`src/rtl/cache_bus_arb.sv`:
```
// rtl/cache_bus_arb.sv - two-requester (I$/D$) line-burst bus arbiter
//
// Purpose:
//   Grants a shared memory bus to either the instruction cache or the data
//   cache for one full cache-line burst of BEATS = 2**LOGBWPL beats. Owner
//   address and direction are latched at grant and held for the burst.
//   After a D$ writeback burst the arbiter parks in HOLD_D for one cycle so
//   the D$ can follow up with its line fetch ahead of the I$.
//
// Configuration:
//   CACHEBUSARB_ROUND_ROBIN_EN  defined   -> alternate between requesters
//                                           when both ask in IDLE
//                               undefined -> fixed priority, D$ wins
//
// Ports:
//   clk, reset            clock, synchronous active-high reset
//   ICacheBusRW[1:0]      I$ request: [1] line fetch, [0] writeback
//   DCacheBusRW[1:0]      D$ request, same encoding
//   ICacheBusAdr          I$ line-aligned address
//   DCacheBusAdr          D$ line-aligned address
//   BusBeatReady          memory accepted/returned one beat this cycle
//   BusReq                bus active (granted)
//   BusWrite              1 = writeback burst
//   BusAdr                owner's latched line address
//   BeatCount             current beat index within the burst
//   BusLast               final beat accepted this cycle
//   ICacheBusAck          one-cycle I$ burst-complete pulse
//   DCacheBusAck          one-cycle D$ burst-complete pulse
//   ISelBeat, DSelBeat    BusBeatReady qualified by grant

module cache_bus_arb #(
  parameter int PA_BITS = 34,
  parameter int LOGBWPL = 2
) (
  input  logic               clk,
  input  logic               reset,
  input  logic [1:0]         ICacheBusRW,
  input  logic [1:0]         DCacheBusRW,
  input  logic [PA_BITS-1:0] ICacheBusAdr,
  input  logic [PA_BITS-1:0] DCacheBusAdr,
  input  logic               BusBeatReady,
  output logic               BusReq,
  output logic               BusWrite,
  output logic [PA_BITS-1:0] BusAdr,
  output logic [LOGBWPL-1:0] BeatCount,
  output logic               BusLast,
  output logic               ICacheBusAck,
  output logic               DCacheBusAck,
  output logic               ISelBeat,
  output logic               DSelBeat
);

  localparam logic [LOGBWPL-1:0] BEAT_ONE  = 1;
  localparam logic [LOGBWPL-1:0] BEAT_LAST = '1;

  typedef enum logic [1:0] {
    IDLE   = 2'd0,
    GNT_I  = 2'd1,
    GNT_D  = 2'd2,
    HOLD_D = 2'd3
  } state_t;

  state_t              r_state;
  state_t              w_next;
  logic [PA_BITS-1:0]  r_adr;
  logic                r_write;
  logic [LOGBWPL-1:0]  r_beat;

  logic                w_ireq;
  logic                w_dreq;
  logic                w_pick_d;
  logic                w_grant_i;
  logic                w_grant_d;
  logic                w_last;
  logic                w_owned;

  assign w_ireq = |ICacheBusRW;
  assign w_dreq = |DCacheBusRW;

`ifdef CACHEBUSARB_ROUND_ROBIN_EN
  // 1 = D$ held the most recent grant, 0 = I$.
  logic r_last_d;

  // On contention, the requester that did not own the bus last time wins.
  assign w_pick_d = w_dreq & (~w_ireq | ~r_last_d);
`else
  assign w_pick_d = w_dreq;
`endif

  always_comb begin
    w_next       = r_state;
    w_grant_i    = 1'b0;
    w_grant_d    = 1'b0;
    w_last       = 1'b0;
    w_owned      = 1'b0;
    BusReq       = 1'b0;
    BusWrite     = 1'b0;
    BusAdr       = '0;
    BeatCount    = '0;
    BusLast      = 1'b0;
    ICacheBusAck = 1'b0;
    DCacheBusAck = 1'b0;
    ISelBeat     = 1'b0;
    DSelBeat     = 1'b0;

    case (r_state)
      IDLE: begin
        if (w_pick_d) begin
          w_next    = GNT_D;
          w_grant_d = 1'b1;
        end else if (w_ireq) begin
          w_next    = GNT_I;
          w_grant_i = 1'b1;
        end
      end

      GNT_I, GNT_D: begin
        w_owned   = 1'b1;
        BusReq    = 1'b1;
        BusWrite  = r_write;
        BusAdr    = r_adr;
        BeatCount = r_beat;
        w_last    = BusBeatReady && (r_beat == BEAT_LAST);
        BusLast   = w_last;
        if (r_state == GNT_I) begin
          ISelBeat     = BusBeatReady;
          ICacheBusAck = w_last;
        end else begin
          DSelBeat     = BusBeatReady;
          DCacheBusAck = w_last;
        end
        // Requester RW is deliberately not consulted here: a withdrawn
        // request still runs the burst to completion.
        if (w_last) begin
          w_next = ((r_state == GNT_D) && r_write) ? HOLD_D : IDLE;
        end
      end

      HOLD_D: begin
        // Only the D$ may be granted here, regardless of policy.
        if (w_dreq) begin
          w_next    = GNT_D;
          w_grant_d = 1'b1;
        end else begin
          w_next = IDLE;
        end
      end

      default: w_next = IDLE;
    endcase

    // A reset arriving mid-burst aborts it: no beat, last or ack escapes.
    if (reset) begin
      w_grant_i    = 1'b0;
      w_grant_d    = 1'b0;
      w_last       = 1'b0;
      w_owned      = 1'b0;
      BusReq       = 1'b0;
      BusWrite     = 1'b0;
      BusAdr       = '0;
      BeatCount    = '0;
      BusLast      = 1'b0;
      ICacheBusAck = 1'b0;
      DCacheBusAck = 1'b0;
      ISelBeat     = 1'b0;
      DSelBeat     = 1'b0;
    end
  end

  always_ff @(posedge clk) begin
    if (reset) begin
      r_state <= IDLE;
      r_adr   <= '0;
      r_write <= 1'b0;
      r_beat  <= '0;
    end else begin
      r_state <= w_next;
      if (w_grant_d) begin
        r_adr   <= DCacheBusAdr;
        r_write <= DCacheBusRW[0];
        r_beat  <= '0;
      end else if (w_grant_i) begin
        r_adr   <= ICacheBusAdr;
        r_write <= ICacheBusRW[0];
        r_beat  <= '0;
      end else if (w_owned && BusBeatReady) begin
        r_beat <= w_last ? '0 : (r_beat + BEAT_ONE);
      end
    end
  end

`ifdef CACHEBUSARB_ROUND_ROBIN_EN
  always_ff @(posedge clk) begin
    if (reset) begin
      r_last_d <= 1'b0;
    end else if (w_grant_d) begin
      r_last_d <= 1'b1;
    end else if (w_grant_i) begin
      r_last_d <= 1'b0;
    end
  end
`endif

endmodule

```
`config.mk`:
```
export PLATFORM = sky130hd
export DESIGN_NAME = cache_bus_arb
export DESIGN_NICKNAME = d
export VERILOG_FILES = /design/src/rtl/cache_bus_arb.sv
export SDC_FILE = /design/constraint.sdc
export NUM_CORES = 1
export LEC_CHECK = 0
export CAP_MARGIN = 20
export CORE_MARGIN = 3
export CORE_UTILIZATION = 37
export DETAILED_ROUTE_END_ITERATION = 10
export HOLD_SLACK_MARGIN = 0.03
export PLACE_DENSITY = 0.8
export SYNTH_ARGS = -nofsm -noshare
export SYNTH_HDL_FRONTEND = slang
export SYNTH_SLANG_ARGS = --single-unit
```
`constraint.sdc`:
```
create_clock -name clk -period 2.3 [get_ports clk]
set_input_delay 0.23 -clock clk [delete_from_list [all_inputs] [get_ports clk]]
set_output_delay 0.23 -clock clk [all_outputs]
set_load 0.02 [all_outputs]
```
==> impl_metrics.sql <==
INSERT INTO impl_metrics (metric_group, metric, value, unit) VALUES
('run_status', 'run_status', 'finished clean', ''),
('route', 'drt_pre_antenna_iters', '4', ''),
('finish', 'final_layout_size_suffix_gt1_share', '9.00', '%'),
('synthesis', 'synth_largest_type_area_fraction', '32.5', '%'),
('sta', 'worst_pin_slew', '461', 'ps'),
('floorplanning', 'chipWidth', '86.6', 'um'),
('placement', 'final_weighted_congestion_of_routability_driven_global_placement', '0.766', ''),
('global_route', 'overflow', '0', ''),
('worst_setup_path', 'crit-reg2reg-capture', 'r_adr[3]', ''),
('synthesis', 'synth-warning-count', '0', ''),
('global_route', 'grt_antenna_before_repair', '0', ''),
('synthesis', 'yosys-top-cells-area', 'dfxtp_1 (32%), a311oi_1 (13%), a211oi_1 (11%)', ''),
('synthesis', 'syn-instance-count', '294', ''),
('clock_network', 'max-clock-path-buffers', '2', ''),
('worst_setup_path', 'r2r_cells', '7', ''),
('clock_network', 'htreeDepth', '2', ''),
('finish', 'multi_input_area', '1430', 'um^2'),
('sta', 'timing_max_transition_violations_final', '0', ''),
('power_and_ir_drop', 'max-vdd-ir-drop', '0.471', 'mV'),
('floorplanning', 'num_io_pins', '118', ''),
('worst_setup_path', 'critical-path-top-delay-family', 'buffers and inverters', ''),
('route', 'detailedRoute.firstIterationViolations', '112', ''),
('clock_network', 'tritoncts_num_sinks', '39', ''),
('clock_network', 'clk_root_buffer_cell', 'clkbuf_8', ''),
('sta', 'setup_tns', '0', 'ps'),
('sta', 'hold_viol', '0', ''),
('global_route', 'grt_pass1_wl', '12700', 'um'),
('worst_setup_path', 'r2r_setup_slack', '330', 'ps'),
('route', 'viasPerCell', '5.76', ''),
('hold_path', 'min_to', 'r_adr[1]', ''),
('synthesis', 'synthesis.area_per_instance', '8.18', 'um^2'),
('finish', 'total_non_filler_cell_area_in_the_finished_layout', '3670', 'um^2'),
('sta', 'min_period', '2210', 'ps'),
('route', 'avgRoutedWirePerCell', '16.1', 'um'),
('synthesis', 'yosysSeqAreaShare', '32.5', '%'),
('floorplanning', 'core_region_area', '6100', 'um^2'),
('synthesis', 'mappedNetlistArea', '2400', 'um^2'),
('power_and_ir_drop', 'p_sw', '1360', 'uW'),
('power_and_ir_drop', 'cell_internal_pwr', '1960', 'uW'),
('global_route', 'grt_max_degree', '43', ''),
('route', 'detailroute.via_count', '2738', ''),
('placement', 'dp_hpwl', '5520', 'um'),
('sta', 'report.final.setup_viol', '0', ''),
('synthesis', 'synth_edf_count', '0', ''),
('worst_setup_path', 'cp_slowest_stage_delay', '390', 'ps'),
('synthesis', 'synthMostInstantiatedCell', 'dfxtp_1', ''),
('route', 'remaining_drc_errors', '0', ''),
('synthesis', 'synth_fp_nets', '375', ''),
('finish', 'area_growth', '52.5', '%'),
('sta', 'finalClockSkew', '6.74', 'ps'),
('power_and_ir_drop', 'swShare', '40.9', '%'),
('floorplanning', 'floorplan.initialDensity', '39.4', '%'),
('synthesis', 'ys_seq_elements', '39', ''),
('placement', 'dpl_cell_area', '3640', 'um^2'),
('sta', 'timing.hold.ws', '530', 'ps'),
('worst_setup_path', 'critical_path_required', '2070', 'ps'),
('route', 'totalWireLength', '7660', 'um'),
('hold_path', 'worstHoldPathCells', '3', ''),
('clock_network', 'clock_latency_reported_for_the_late_side_of_the_worst_skew_pair', '290', 'ps'),
('worst_setup_path', 'timing.setup.critical_path_class', 'flop to primary output', ''),
('clock_network', 'cts_tree', 'yes', ''),
('hold_path', 'hold_path_startpoint', 'DCacheBusAdr[1]', ''),
('finish', 'seq_area', '781', 'um^2'),
('sta', 'unrepaired_setup_endpoints_after_global_routing', 'true', ''),
('worst_setup_path', 'crit_chain', 'inv_1 -> ha_1 -> nor2b_2 -> buf_4 -> and2_1 -> dlygate4sd2_1', ''),
('worst_setup_path', 'arrival', '1980', 'ps'),
('finish', 'utilization', '60.1', '%'),
('synthesis', 'yosysTopAreaCell', 'dfxtp_1', ''),
('power_and_ir_drop', 'fin_total_pwr', '3320', 'uW'),
('floorplanning', 'die_h', '86.6', 'um'),
('sta', 'max-slew-margin-rel', '69.3', '%');
-- power by group through the flow --
| stage | clock network, uW | logic (uW) | registers, uW |
|---|---|---|---|
| detailed placement | 0 | 1810 | 1130 |
| finish | 464 | 1740 | 1110 |
| global placement | 0 | 1780 | 1110 |
| CTS | 471 | 1750 | 1110 |
| global route | 509 | 1920 | 1160 |
| floorplan | 0 | 1230 | 1080 |
-- worst reg2reg max path: stages (launching register included) --
cell and delay (ps):
dfxtp_1 390, inv_1 100, ha_1 300, buf_4 170
o21ba_1 270, buf_4 280, a211oi_1 90, a311oi_1 280
-- worst max-delay path by stage --
stage               slack [ps]        from          to  depth (start not counted)
finish                      90  r_state[0]  BusAdr[29]                          6
floorplan                  270  r_state[0]    DSelBeat                          6
global placement           180  r_state[0]  BusAdr[33]                          6
CTS                         90  r_state[0]  BusAdr[29]                          6
global route               -60  r_state[0]  BusAdr[27]                          6
detailed placement         140  r_state[0]  BusAdr[17]                          6
-- area by class of cell --
cell class	count	area share, %
Tap cell	75	2.56
Sequential cell	39	21.3
Clock inverter	1	0.137
Multi-Input combinational cell	214	39.0
Inverter	2	0.205
Clock buffer	6	2.25
Timing Repair Buffer	138	34.5
-- registers in the layout (all words and copies together) (netlist names) --
signal   count
r_adr       34
r_beat       2
r_state      2
r_write      1
-- metrics by stage --
stage          cells  setup WS, ps
2_1_floorplan    294           268
4_1_cts          475          87.1
5_1_grt          475         -59.2
3_3_place_gp     468           184
6_report         475          93.2
3_5_place_dp     468           140
-- kinds of logic after synthesis --
logic type | count (synthesis) | synth area share, %
compound gates | 114 | 33.8
fa+ha+maj | 6 | 3.12
buf+inv | 41 | 8.28
flops | 39 | 32.5
mux | 2 | 0.885
simple gates | 92 | 21.4
-- cells in the final DEF (no fill, tap or decap), types with 2 or more instances in the layout --
master	netlist	final
clkdlybuf4s50_1	0	73
dlygate4sd2_1	0	39
dfxtp_1	39	39
and2_1	38	38
a211oi_1	35	35
a311oi_1	35	35
nand3_1	34	34
o21ai_0	28	28
buf_4	0	21
o21ai_1	7	7
ha_1	6	6
clkbuf_8	0	6
nand2_1	4	4
nor2_1	4	4
inv_1	2	2
and3_1	2	2
nor3_1	2	2
a21oi_1	2	2
clkbuf_2	0	2
clkdlybuf4s15_1	0	2
-- repair_timing --
item / CTS / global route
hold buffers: 0 / 0
setup endpoints to repair: 43 / 41
buffers inserted: 0 / 0
pin swaps: 0 / 0
gates resized for setup: 43 / 6
-- routing by layer --
metal | wire length, um | vias up | part of all wire [%] | track usage (%)
met2 | 3660 | 117 | 48 | 34.0
met1 | 3220 | 1276 | 42 | 26.3
met3 | 640 | 13 | 8.4 | 5.13
met4 | 142 | 0 | 1.9 | 6.80
li1 | - | 1332 | - | -
met5 | 0 | - | 0 | 0
(Power assumes the default switching activity.)
